<file path="src/rtl/writeback_arbiter_if.sv">
// Load/ALU result handshake bundle feeding the writeback arbiter.
// Ports: alu_valid/alu_ready/alu_rd/alu_data (ALU channel) and ld_valid/ld_ready/ld_rd/ld_data (load channel).
// master = producer side (drives valids and payloads), slave = arbiter side (drives readies).
interface writeback_arbiter_if;
  logic        alu_valid;
  logic        alu_ready;
  logic [4:0]  alu_rd;
  logic [31:0] alu_data;
  logic        ld_valid;
  logic        ld_ready;
  logic [4:0]  ld_rd;
  logic [31:0] ld_data;

  modport master (
    output alu_valid, alu_rd, alu_data, ld_valid, ld_rd, ld_data,
    input  alu_ready, ld_ready
  );

  modport slave (
    input  alu_valid, alu_rd, alu_data, ld_valid, ld_rd, ld_data,
    output alu_ready, ld_ready
  );
endinterface

</file>
<file path="src/rtl/writeback_arbiter.sv">
// Arbitrates ALU results and a FIFO of load results onto one register-file write port.
// Latency: ALU accept -> write 1 cycle; load accept -> earliest write 2 cycles (no bypass).
// Backpressure: ld_ready from registered FIFO count; alu_ready drops only when the FIFO is starved.
// Ports: clk_i, rst_ni (async active-low), bus (slave modport), wen_o/write_sel_o/write_data_o
// (registered write port), fifo_count_o (load FIFO occupancy).
module writeback_arbiter #(
  parameter int DEPTH        = 4,
  parameter int STARVE_LIMIT = 3
) (
  input  logic                     clk_i,
  input  logic                     rst_ni,
  writeback_arbiter_if.slave       bus,
  output logic                     wen_o,
  output logic [4:0]               write_sel_o,
  output logic [31:0]              write_data_o,
  output logic [$clog2(DEPTH):0]   fifo_count_o
);

  localparam int AW = $clog2(DEPTH);
  localparam int CW = AW + 1;
  localparam int SW = $clog2(STARVE_LIMIT + 1);

  logic [36:0]   mem_q [DEPTH];
  logic [AW-1:0] wr_ptr_q, wr_ptr_d;
  logic [AW-1:0] rd_ptr_q, rd_ptr_d;
  logic [CW-1:0] count_q, count_d;
  logic [SW-1:0] starve_q, starve_d;
  logic          wen_q, wen_d;
  logic [4:0]    sel_q, sel_d;
  logic [31:0]   data_q, data_d;

  logic          fifo_empty;
  logic          starved;
  logic          push;
  logic          pop;
  logic          alu_xfer;
  logic [36:0]   head;

  assign fifo_empty = (count_q == '0);
  assign starved    = (starve_q == SW'(STARVE_LIMIT));
  assign head       = mem_q[rd_ptr_q];

  // Readies are forced low while reset is asserted; ld_ready looks only at
  // the registered count, so a pop this cycle does not open a slot until next cycle.
  assign bus.ld_ready  = rst_ni && (count_q < CW'(DEPTH));
  assign bus.alu_ready = rst_ni && (fifo_empty || !starved);

  assign push     = bus.ld_valid && bus.ld_ready;
  assign alu_xfer = bus.alu_valid && bus.alu_ready;
  // The FIFO drains whenever the ALU is idle, or unconditionally once starved.
  assign pop      = rst_ni && !fifo_empty && (starved || !bus.alu_valid);

  always_comb begin
    wr_ptr_d = wr_ptr_q;
    rd_ptr_d = rd_ptr_q;
    count_d  = count_q;
    starve_d = starve_q;
    wen_d    = 1'b0;
    sel_d    = sel_q;
    data_d   = data_q;

    if (push) wr_ptr_d = wr_ptr_q + AW'(1);
    if (pop)  rd_ptr_d = rd_ptr_q + AW'(1);

    case ({push, pop})
      2'b10:   count_d = count_q + CW'(1);
      2'b01:   count_d = count_q - CW'(1);
      default: count_d = count_q;
    endcase

    if (pop || fifo_empty) begin
      starve_d = '0;
    end else if (alu_xfer && !starved) begin
      starve_d = starve_q + SW'(1);
    end

    // pop and alu_xfer are mutually exclusive by construction. Writes to x0
    // still update sel/data but never raise the enable.
    if (alu_xfer) begin
      wen_d  = (bus.alu_rd != 5'd0);
      sel_d  = bus.alu_rd;
      data_d = bus.alu_data;
    end else if (pop) begin
      wen_d  = (head[36:32] != 5'd0);
      sel_d  = head[36:32];
      data_d = head[31:0];
    end
  end

  always_ff @(posedge clk_i or negedge rst_ni) begin
    if (!rst_ni) begin
      wr_ptr_q <= '0;
      rd_ptr_q <= '0;
      count_q  <= '0;
      starve_q <= '0;
      wen_q    <= 1'b0;
      sel_q    <= '0;
      data_q   <= '0;
    end else begin
      wr_ptr_q <= wr_ptr_d;
      rd_ptr_q <= rd_ptr_d;
      count_q  <= count_d;
      starve_q <= starve_d;
      wen_q    <= wen_d;
      sel_q    <= sel_d;
      data_q   <= data_d;
    end
  end

  // Payload storage needs no reset: entries are only read behind a non-zero count.
  always_ff @(posedge clk_i) begin
    if (push) mem_q[wr_ptr_q] <= {bus.ld_rd, bus.ld_data};
  end

  assign wen_o        = wen_q;
  assign write_sel_o  = sel_q;
  assign write_data_o = data_q;
  assign fifo_count_o = count_q;

endmodule

</file>
<file path="src/flat_wrapper.sv">
// flat-port wrapper written by rule: the top's interface ports become plain ports
module writeback_arbiter_flat 
#(
  parameter int DEPTH        = 4,
  parameter int STARVE_LIMIT = 3
)
  (clk_i, rst_ni, wen_o, write_sel_o, write_data_o, fifo_count_o, bus_alu_valid, bus_alu_rd, bus_alu_data, bus_ld_valid, bus_ld_rd, bus_ld_data, bus_alu_ready, bus_ld_ready);
  writeback_arbiter_if bus_i ();
  input  logic clk_i;
  input  logic rst_ni;
  output logic wen_o;
  output logic [4:0] write_sel_o;
  output logic [31:0] write_data_o;
  output logic [$clog2(DEPTH):0] fifo_count_o;
  input wire logic [$bits(bus_i.alu_valid)-1:0] bus_alu_valid;
  input wire logic [$bits(bus_i.alu_rd)-1:0] bus_alu_rd;
  input wire logic [$bits(bus_i.alu_data)-1:0] bus_alu_data;
  input wire logic [$bits(bus_i.ld_valid)-1:0] bus_ld_valid;
  input wire logic [$bits(bus_i.ld_rd)-1:0] bus_ld_rd;
  input wire logic [$bits(bus_i.ld_data)-1:0] bus_ld_data;
  output wire logic [$bits(bus_i.alu_ready)-1:0] bus_alu_ready;
  output wire logic [$bits(bus_i.ld_ready)-1:0] bus_ld_ready;
  assign bus_i.alu_valid = bus_alu_valid;
  assign bus_i.alu_rd = bus_alu_rd;
  assign bus_i.alu_data = bus_alu_data;
  assign bus_i.ld_valid = bus_ld_valid;
  assign bus_i.ld_rd = bus_ld_rd;
  assign bus_i.ld_data = bus_ld_data;
  assign bus_alu_ready = bus_i.alu_ready;
  assign bus_ld_ready = bus_i.ld_ready;
  writeback_arbiter #(.DEPTH(DEPTH), .STARVE_LIMIT(STARVE_LIMIT)) u_core (.clk_i(clk_i), .rst_ni(rst_ni), .bus(bus_i), .wen_o(wen_o), .write_sel_o(write_sel_o), .write_data_o(write_data_o), .fifo_count_o(fifo_count_o));
endmodule
</file>
<file path="config.mk">
export PLATFORM = sky130hd
export DESIGN_NAME = writeback_arbiter_flat
export DESIGN_NICKNAME = d
export VERILOG_FILES = /design/src/rtl/writeback_arbiter_if.sv /design/src/rtl/writeback_arbiter.sv /design/src/flat_wrapper.sv
export SDC_FILE = /design/constraint.sdc
export NUM_CORES = 1
export LEC_CHECK = 0
export CAP_MARGIN = 25
export CORE_MARGIN = 1.5
export CORE_UTILIZATION = 55
export CTS_BUF_LIST = sky130_fd_sc_hd__clkbuf_8
export DETAILED_ROUTE_END_ITERATION = 16
export PLACE_DENSITY_LB_ADDON = 0.2
export SKIP_CTS_REPAIR_TIMING = 1
export SYNTH_ARGS = -nofsm -noshare
export SYNTH_HDL_FRONTEND = slang
export SYNTH_SLANG_ARGS = --single-unit
</file>
<file path="constraint.sdc">
create_clock -name clk_i -period 2.9 [get_ports clk_i]
set_input_delay 0.87 -clock clk_i [delete_from_list [all_inputs] [get_ports clk_i]]
set_output_delay 0.87 -clock clk_i [all_outputs]
set_load 0.005 [all_outputs]
</file>
* Yosys cells after proc, flatten, opt, wreduce, memory -nomap -nowiden
Memories as Yosys holds them, arrays and structs flattened.
Index checks and enable logic that the tools add are counted.
W data, S select, Z words.
** Storage, ports and cells
- Bits in writable memories :: 148
- Memories kept :: 1
- Flip-flop bits (word level) :: 47
** Operators by class
- $add $sub $neg :: 5
- Reduce and logical (&&, ||, !) cells :: 19
- Equal/unequal tests :: 3
- Magnitude comparators :: 1
- Mux-type cells :: 11
** Memory list
- u_core.mem_q :: words 4, width 37, read ports 1, clocked after Yosys merged registers in 0, write ports 1, line writeback_arbiter.sv:23 : logic [36:0] mem_q [DEPTH];
** Operator list (count)
- $mux W32 :: 2
- $mux W5 :: 2
- $reduce_bool A5 Y1 :: 2
- $logic_and A1 B1 Y1 :: 7
- $add A2 B1 Y2 const B :: 3
- $pmux W3 S2 :: 1
- $reduce_bool A2 Y1 :: 3
- $eq A2 B2 Y1 const B :: 2
- $mux W1 :: 4
- $mux W2 :: 2
- $add A3 B1 Y3 const B :: 1
- $logic_not A1 Y1 :: 3
- $logic_not A3 Y1 :: 1
- $logic_or A1 B1 Y1 :: 3
- $lt A3 B3 Y1 const B :: 1
- $sub A3 B1 Y3 const B :: 1
- $eq A2 B1 Y1 const B :: 1

* Longest topological paths before layout
Gate-level depths: netlist of the first run.
- Word-level depth :: 8
- Gate-level depth with buffers :: 12
- Mapped depth without buffers :: 10

* Worst setup path after synthesis of the first run
OpenSTA, ideal clock, no wires.
- Path kind :: input -> register
- From :: input bus_alu_valid
- To :: register u_core.count_q[2], in the netlist u_core.fifo_count_o[2]
- Slack :: 324 ps
- Setup time :: 79 ps
- Cell stages on the path :: 11
- Arrival :: 2496 ps
- Buffers on the path :: 2
- Cell sequence :: nand2b_1 > nand3_1 > inv_2 > buf_2 > buf_6 > ha_1 > inv_1 > fa_1 > xor2_1 > nor2_1 > xor2_1
** Between the ends
- Word-level cells in the longest chain between the ends :: 5
- Elaborated cells on any way between the ends :: 7
- Those cells by class :: eq/ne: 2; mux: 1; reduce/logical: 4
** RTL lines
- from (decl) :: line flat_wrapper.sv:15 : input wire logic [$bits(bus_i.alu_valid)-1:0] bus_alu_valid;
- $logic_not A1 Y1 * :: line writeback_arbiter.sv:51 : assign pop = rst_ni && !fifo_empty && (starved || !bus.alu_valid);
- $logic_or A1 B1 Y1 * :: line writeback_arbiter.sv:51
- $logic_and A1 B1 Y1 * :: line writeback_arbiter.sv:51
- via u_core.pop :: line writeback_arbiter.sv:35 : logic pop;
- $eq A2 B1 Y1 or $eq A2 B2 Y1 (tied branches) :: line writeback_arbiter.sv:65 : case ({push, pop})
- $pmux W3 S2 or $reduce_bool A2 Y1 (tied branches)
- to (signal assigned) :: line writeback_arbiter.sv:102 : count_q <= count_d;
- to (decl) :: line writeback_arbiter.sv:26 : logic [CW-1:0] count_q, count_d;
Mark *: on every way through the listed nets, which the timed path passes. The rest lies on a longest branch.
A chain may end at the register's enable or synchronous reset.

* Worst setup path after layout of the first run
- From :: input rst_ni
- To :: output bus_ld_ready
** Between the ends
- Word-level cells in the longest chain between the ends :: 1
** RTL lines
- from (decl) :: line flat_wrapper.sv:10 : input logic rst_ni;
- $logic_and A1 B1 Y1 :: line writeback_arbiter.sv:45 : assign bus.ld_ready = rst_ni && (count_q < CW'(DEPTH));
- to (decl) :: line flat_wrapper.sv:22 : output wire logic [$bits(bus_i.ld_ready)-1:0] bus_ld_ready;
No other way between the ends.

==> flow_summary.rst, run 1 <==
.. list-table::
   :header-rows: 1

   * - Metric
     - Value
   * - Run status
     - finished, final reports clean
   * - Clk root buf
     - clkbuf_8
   * - Fraction of final layout cells with drive strength greater than 1
     - 0.174
   * - Crit path arrival time
     - approximately 1.7 ns
   * - Startpoint types
     - primary input
   * - Final worst clock skew
     - between 0.008 and 0.009 ns
   * - Slew @ Worst Pin
     - 0.801 ns
   * - Routed vias/inst
     - around 5.7
   * - First element of the critical path
     - rst_ni
   * - Quantity of I/O buffers inserted on ports
     - 120
   * - Number of placed I/O pins
     - 121
   * - Initial Util
     - 0.566
   * - Fmax
     - about 0.38 GHz
   * - Core box area
     - 13300 µm²
   * - Setup violations, final
     - 0
   * - Clock latency on the worst-skew pair
     - around 0.46 ns
   * - Buffers & Inverters on Critical Path
     - 2
   * - Worst-case headroom to the max-slew limit
     - 0.465
   * - Site Rows
     - 42
   * - Cell Chain, Critical Path
     - buf_2 > nor2b_1 > clkdlybuf4s50_1
   * - First-pass GRT wire length
     - 22.3 mm
   * - Number of detailed-route iterations in the first pass
     - 5
   * - Area enclosed by the die boundary
     - about 14000 µm²
   * - Total power divided by cell area
     - between 800 and 900 nW/µm²
   * - Overall track demand over capacity in global routing
     - 0.211
   * - Cell Count Post-Placement
     - ~680
   * - Worst setup path class
     - in2out
   * - Number of clock sinks seen by CTS
     - between 150 and 200
   * - IR drop worst, VDD
     - between 0.4 and 0.5 mV
   * - Clock-pin transition on the worst setup and hold timing paths
     - about 0.09 ns
   * - Cells after Synth
     - around 380
   * - Longest Clk Path Bufs
     - 2
   * - Final Net Count
     - 605
   * - Number of cells in the finished layout apart from fillers
     - between 700 and 800
   * - Seq. cell area
     - between 5000 and 6000 µm²
   * - Leakage dissipation
     - roughly 3.5 nW
   * - Die W
     - ~120 µm
   * - Hold violation count in the final report
     - 0
   * - Drc violations
     - 0
   * - Number of distinct library cells after synthesis
     - 31
   * - Netlist Area Pre-Place
     - 7530 µm²
   * - Fillcell total
     - 850
   * - Number of warnings printed during yosys synthesis
     - 0
   * - Die span in y
     - ~120 µm
   * - DPL Wire Length
     - 9.10 mm
   * - Max-capacitance violation count
     - 0
   * - Critical-path top delay cell
     - clkdlybuf4s50_1
   * - Final hold slack
     - about 0.41 ns
   * - Diodes inserted
     - 0
   * - CTS tree
     - done
   * - Final sum of negative setup slack
     - 0 ns
   * - Source of the worst register-to-register timing path
     - u_core.starve_q[0]$_DFFE_PN0P_
   * - Critical path's largest stage delay
     - around 0.54 ns
   * - Share of the yosys chip area belonging to registers
     - 0.747
   * - Worst min-delay path class
     - in2async
   * - Crit path max fanout
     - 5
   * - Pin count of the biggest net entering global routing
     - 38
   * - Number of H-tree branching levels
     - 4
   * - Number of storage elements in the synthesis netlist
     - 195
   * - Initial antenna violation count
     - 0
   * - Required time of the critical path
     - roughly 2 ns
   * - Iteration-0 DRC Markers
     - ~230
   * - Crit path setup slack, layout
     - around 0.3 ns
   * - Final routed wire length divided by cell count
     - 20.0 µm
   * - Max-slew violation count
     - 0
   * - Post-detailed-routing wire length
     - approximately 14 mm
   * - Post-synthesis area per instance
     - a little under 20 µm²
   * - Area growth syn-to-layout
     - 25.5%
   * - Number of buffers created by CTS
     - 17
   * - Cell class contributing the biggest share of worst-path delay
     - buffers and inverters
   * - DR vias
     - around 4000
   * - Minimum clock period after layout
     - roughly 2.6 ns
   * - Antenna Violating Nets Remaining
     - 0
   * - GRT overflow
     - 0
   * - Setup crit end kind
     - output port
   * - Pwr Total
     - a little under 0.008 W
   * - Routability-driven placement congestion ratio
     - 0.791
   * - Via count of the first global-routing pass
     - 4261
   * - Final worst-path cycle share
     - 0.897
   * - Area of the multi-input gates
     - between 1500 and 2000 µm²
   * - Setup repair after global routing missed its margin
     - false
   * - Total nets after synthesis
     - 468
   * - Pre-CTS setup slack
     - 0.0525 ns
==> cell usage after synthesis, drive strengths merged <==
library cell | n | area [µm²]
fa | 1 | 20.0
dfrtp | 47 | 1180
mux4 | 37 | 845
nor3 | 2 | 10.0
nand2b | 1 | 6.26
nor2b | 1 | 6.26
or4 | 2 | 15.0
ha | 6 | 75.1
mux2i | 6 | 60.1
nand3 | 1 | 5.00
and2 | 1 | 6.26
a21oi | 3 | 15.0
o31ai | 1 | 7.51
xnor2 | 4 | 35.0
or3 | 1 | 6.26
o21ai | 8 | 40.0
and3 | 5 | 31.3
buf | 15 | 83.8
clkbuf | 5 | 18.8
a22o | 32 | 280
a21o | 32 | 240
edfxtp | 148 | 4440
xor2 | 2 | 17.5
inv | 8 | 30.0
nor2 | 6 | 22.5
nand2 | 8 | 30.0
==> layer usage <==
metal,part of all wire,GRT usage
met2,0.52,0.358
met1,0.41,0.265
met3,0.051,0.0490
met5,0,0
met4,0.021,0.0863
==> cells in the final DEF, fill, tap and decap left out, types with 5 or more instances in the layout <==
master,instances
nor2_1,5
and3_2,5
clkbuf_8,19
mux4_2,34
ha_1,6
edfxtp_1,148
a21o_1,32
nand2_1,8
clkdlybuf4s50_1,118
inv_1,10
dfrtp_1,43
mux2i_1,6
a22o_1,32
buf_4,14
o21ai_0,7
==> metrics by stage <==
stage,utilization,area [µm²]
after floorplan,-,7530
after global placement,0.679,9030
after detailed placement,0.679,9030
after CTS,0.709,9430
after global routing,0.710,9450
final,0.710,9450
==> kinds of logic (layout without fill, tap and decap cells) <==
logic type | count (synthesis) | in the layout | synth area share
AND/OR/NAND/NOR | 28 | 28 | 0.0185
XOR/XNOR | 6 | 6 | 0.00698
multiplexers | 43 | 43 | 0.120
adder cells (fa/ha/maj) | 7 | 7 | 0.0126
AO/OA/AOI/OAI | 76 | 76 | 0.0775
flip-flops | 195 | 195 | 0.747
buffers and inverters | 28 | 178 | 0.0176
==> registers in the layout, summed over array words and instances (netlist names) <==
| name | count |
|---|---|
| u_core.fifo_count_o | 3 |
| u_core.mem_q | 148 |
| u_core.rd_ptr_q | 2 |
| u_core.starve_q | 2 |
| u_core.wen_o | 1 |
| u_core.wr_ptr_q | 2 |
| u_core.write_data_o | 32 |
| u_core.write_sel_o | 5 |
==> where the power goes <==
| group | switching [W] | internal (W) | total (W) |
|---|---|---|---|
| Combinational | 0.000848 | 0.00135 | 0.00220 |
| Clock | 0.000903 | 0.000809 | 0.00171 |
| Sequential | 0.000316 | 0.00345 | 0.00377 |
| Total | 0.00207 | 0.00562 | 0.00768 |
==> worst reg2reg max path: cells and delay by family (launching register included) <==
kind                     cells  cell delay [ns]
adder cells (fa/ha/maj)      3             0.80
AND/OR/NAND/NOR              3             0.40
flip-flops                   1             0.39
buffers and inverters        2             0.21
XOR/XNOR                     2             0.30
==> final timing paths <==
kind | to | depth (start not counted) | slack, ns
setup / recovery | bus_ld_ready | 3 | 0.30
hold / removal | u_core.write_data_o[29]$_DFFE_PN0P_ | 2 | 0.41
setup reg to reg | u_core.fifo_count_o[2]$_DFFE_PN0P_ | 10 | 0.72
hold reg to reg | u_core.write_data_o[0]$_DFFE_PN0P_ | 1 | 0.48
max in group asynchronous | u_core.rd_ptr_q[1]$_DFFE_PN0P_ | 2 | 2.01
min in group clk_i | u_core.write_data_o[0]$_DFFE_PN0P_ | 1 | 0.48
==> area by class of cell <==
type	instances	share of cell area
Tap cell	176	0.0233
Multi-Input combinational cell	160	0.189
Inverter	8	0.00318
Clock buffer	19	0.0277
Sequential cell	195	0.596
Clock inverter	13	0.0144
Timing Repair Buffer	138	0.147
No activity file was read; power rests on OpenSTA's default activity.
==> run 2: changes to the inputs <==
--- a/config.mk
+++ b/config.mk
@@ -7,9 +7,10 @@
 export LEC_CHECK = 0
 export CAP_MARGIN = 25
 export CORE_MARGIN = 1.5
-export CORE_UTILIZATION = 55
-export CTS_BUF_LIST = sky130_fd_sc_hd__clkbuf_8
+export CORE_UTILIZATION = 53
+export CTS_BUF_LIST = sky130_fd_sc_hd__clkbuf_16
 export DETAILED_ROUTE_END_ITERATION = 16
+export GPL_TIMING_DRIVEN = 0
 export PLACE_DENSITY_LB_ADDON = 0.2
 export SKIP_CTS_REPAIR_TIMING = 1
 export SYNTH_ARGS = -nofsm -noshare
==> run 2 against run 1 <==
  * Global-route usage is 0.81 points higher
  * Worst setup slack worse by 0.24 ns
  * Core utilization is 1.2 points lower
==> flow_summary.rst, run 2 (synthesis results as in run 1) <==
.. list-table::
   :header-rows: 1

   * - Metric
     - Value
   * - Run status
     - finished, final reports clean (unchanged)
   * - Crit path setup slack, layout
     - 0.0594 ns (was 0.300 ns)
   * - Met2 wire len
     - 7.83 mm (was 7.38 mm)
   * - Overall track demand over capacity in global routing
     - 0.219 (was 0.211)
   * - Fraction of final layout cells with drive strength greater than 1
     - 0.158 (was 0.174)
   * - Area growth syn-to-layout
     - 28.7% (was 25.5%)
   * - Via count of the first global-routing pass
     - 4113 (was 4261)
   * - First-pass GRT wire length
     - 22.9 mm (was 22.3 mm)
   * - Final worst clock skew
     - 0.00723 ns (was 0.00858 ns)
   * - Routed vias/inst
     - 5.68 (was 5.69)
   * - Minimum clock period after layout
     - 2.84 ns (was 2.60 ns)
   * - Cell type with the highest occurrence count on the critical path
     - buf_16
   * - Source of the worst register-to-register timing path
     - u_core.starve_q[0]$_DFFE_PN0P_ (unchanged)
   * - Number of detailed-route iterations in the first pass
     - 4 (was 5)
   * - Antenna Violating Nets Remaining
     - 0 (unchanged)
   * - DPL Wire Length
     - 9.89 mm (was 9.10 mm)
   * - Number of cells in the finished layout apart from fillers
     - 719 (was 709)
   * - Setup violations, final
     - 0 (unchanged)
   * - Initial Util
     - 0.542 (was 0.566)
   * - Post-detailed-routing wire length
     - 15.2 mm (was 14.2 mm)
   * - Final routed wire length divided by cell count
     - 21.2 µm (was 20.0 µm)
   * - Initial antenna violation count
     - 0 (unchanged)
   * - Worst Reg2Reg Path Length in Cells
     - 11 (was 10)
   * - Pin count of the biggest net entering global routing
     - 35 (was 38)
   * - Final hold slack
     - 0.255 ns (was 0.414 ns)
   * - IR drop worst, VDD
     - 0.424 mV (was 0.437 mV)
   * - Required time of the critical path
     - 2.03 ns (about the same)
   * - Cell Chain, Critical Path
     - buf_16 > buf_16 > nor2b_4 > clkdlybuf4s50_1 (was buf_2 > nor2b_1 > clkdlybuf4s50_1)
   * - Worst-case headroom to the max-slew limit
     - 0.567 (was 0.465)
   * - Leading cell types in the layout, fill and taps excluded
     - edfxtp_1, clkdlybuf4s50_1, dfrtp_1, mux4_2 (unchanged)
   * - Worst setup path class
     - in2out (unchanged)
   * - Slew @ Worst Pin
     - 0.650 ns (was 0.801 ns)
   * - Clock-pin transition on the worst setup and hold timing paths
     - 0.06 ns (was 0.09 ns)
   * - Worst flop-to-flop path endpoint
     - u_core.fifo_count_o[2]$_DFFE_PN0P_ (unchanged)
   * - Reg with most FFs
     - u_core.mem_q (unchanged)
   * - Hold violation count in the final report
     - 0 (unchanged)
   * - Final Net Count
     - 612 (was 605)
   * - Site Rows
     - 43 (was 42)
   * - Number of flip-flops under the largest register name
     - 148 (unchanged)
   * - DR vias
     - 4081 (was 4035)
   * - Die W
     - 122 µm (was 120 µm)
   * - Number of clock sinks seen by CTS
     - 195 (unchanged)
   * - Startpoint types
     - primary input (unchanged)
   * - CTS tree
     - done (unchanged)
   * - Worst min-delay path class
     - in2async (unchanged)
   * - Core box area
     - 13900 µm² (was 13300 µm²)
   * - Pwr Total
     - 0.00830 W (was 0.00768 W)
   * - Routability-driven placement congestion ratio
     - 0.720 (was 0.791)
   * - Fillcell total
     - 877 (was 850)
   * - Cell Count Post-Placement
     - 688 (was 675)
   * - Number of buffers created by CTS
     - 17 (unchanged)
   * - Crit path arrival time
     - 1.97 ns (was 1.73 ns)
   * - Length of routed met3 wiring
     - 963 µm (was 726 µm)
   * - Iteration-0 DRC Markers
     - 277 (was 228)
   * - Total power divided by cell area
     - 857 nW/µm² (was 813 nW/µm²)
   * - Crit path max fanout
     - 20 (was 5)
   * - Clock latency on the worst-skew pair
     - 0.43 ns (was 0.46 ns)
   * - Die span in y
     - 122 µm (was 120 µm)
   * - Number of H-tree branching levels
     - 4 (unchanged)
   * - Routed length on met1
     - 6.28 mm (was 5.74 mm)
   * - Post-placement cell area
     - 9050 µm² (was 9030 µm²)
   * - Critical path's largest stage delay
     - 0.53 ns (was 0.54 ns)
   * - Clk root buf
     - clkbuf_16 (was clkbuf_8)
   * - Quantity of I/O buffers inserted on ports
     - 120 (unchanged)
   * - Setup crit end kind
     - output port (unchanged)
   * - Most common cell after layout, fill and taps aside
     - edfxtp_1 (unchanged)
   * - Final worst-path cycle share
     - 0.980 (was 0.897)
   * - Critical-path top delay cell
     - clkdlybuf4s50_1 (unchanged)
   * - Drc violations
     - 0 (unchanged)
   * - Worst reg2reg setup slack
     - 0.40 ns (was 0.72 ns)
   * - Fmax
     - 0.352 GHz (was 0.385 GHz)
   * - Longest Clk Path Bufs
     - 2 (unchanged)
   * - Max-capacitance violation count
     - 0 (unchanged)
   * - Leakage dissipation
     - 3.62 nW (was 3.51 nW)
   * - GRT overflow
     - 0 (unchanged)
   * - Max-slew violation count
     - 0 (unchanged)
   * - Pre-CTS setup slack
     - -0.822 ns (was 0.0525 ns)
   * - Diodes inserted
     - 0 (unchanged)
   * - Layout Cell Area excl Fill
     - 9690 µm² (was 9450 µm²)
   * - Area enclosed by the die boundary
     - 14900 µm² (was 14400 µm²)
   * - Number of placed I/O pins
     - 121 (unchanged)
   * - Uppermost layer routed
     - met4 (unchanged)
==> run 2: cell count changes in the layout (fill, tap and decap cells not counted), moves of 3 or more <==
cell       before  now
clkbuf_8       19    0
buf_2           1    9
clkbuf_16       0   18
clkinv_2        0    3
clkinv_1        0    4
clkbuf_1        0    5
buf_4          14    0
dfrtp_1        43   46
buf_1           0    3
dfrtp_2         4    1
==> run 2: final cells by class <==
type / instances / area, µm² / area share
Sequential cell: 195 / 5620 / 0.580
Multi-Input combinational cell: 160 / 1790 / 0.185
Buffer: 19 / 97.6 / 0.0101
Clock buffer: 17 / 425 / 0.0439
Tap cell: 180 / 225 / 0.0232
Clock inverter: 14 / 146 / 0.0151
Inverter: 8 / 31.3 / 0.00323
Timing Repair Buffer: 126 / 1350 / 0.139
==> run 2: worst max path at each step <==
stage | to | depth (start not counted) | slack [ns] | from
after floorplan | u_core.fifo_count_o[2]$_DFFE_PN0P_ | 11 | 0.32 | bus_alu_valid
after detailed placement | u_core.fifo_count_o[2]$_DFFE_PN0P_ | 12 | -0.82 | rst_ni
after global routing | bus_ld_ready | 4 | -0.005 | rst_ni
final | bus_ld_ready | 4 | 0.06 | rst_ni
after CTS | bus_ld_ready | 4 | -0.56 | rst_ni
after global placement | u_core.fifo_count_o[2]$_DFFE_PN0P_ | 11 | -2.90 | rst_ni
==> run 2: worst max-delay path: cells and delay by family <==
family | cells | cell delay, ns
buffers and inverters | 3 | 0.86
AND/OR/NAND/NOR | 1 | 0.23
==> run 2: report_power, final <==
part,leakage [nW],internal [W],total [W],switching [W]
Sequential,1.91,0.00346,0.00369,0.000230
Combinational,1.43,0.00136,0.00233,0.000975
Clock,0.281,0.00133,0.00228,0.000948
Total,3.62,0.00615,0.00830,0.00215
==> run 2: metrics by stage <==
| step | util | TNS [ns] |
|---|---|---|
| floorplan | - | 0 |
| global placement | 0.645 | -548.81 |
| detailed placement | 0.652 | -35.40 |
| CTS | 0.693 | -1.49 |
| global route | 0.698 | -0.00454 |
| finish | 0.698 | 0 |
==> run 2: routing by layer <==
metal | up-vias | track usage
met3 | 11 | 0.0468
met2 | 139 | 0.364
met4 | 0 | 0.0872
li1 | 1830 | -
met5 | - | 0
met1 | 2101 | 0.286
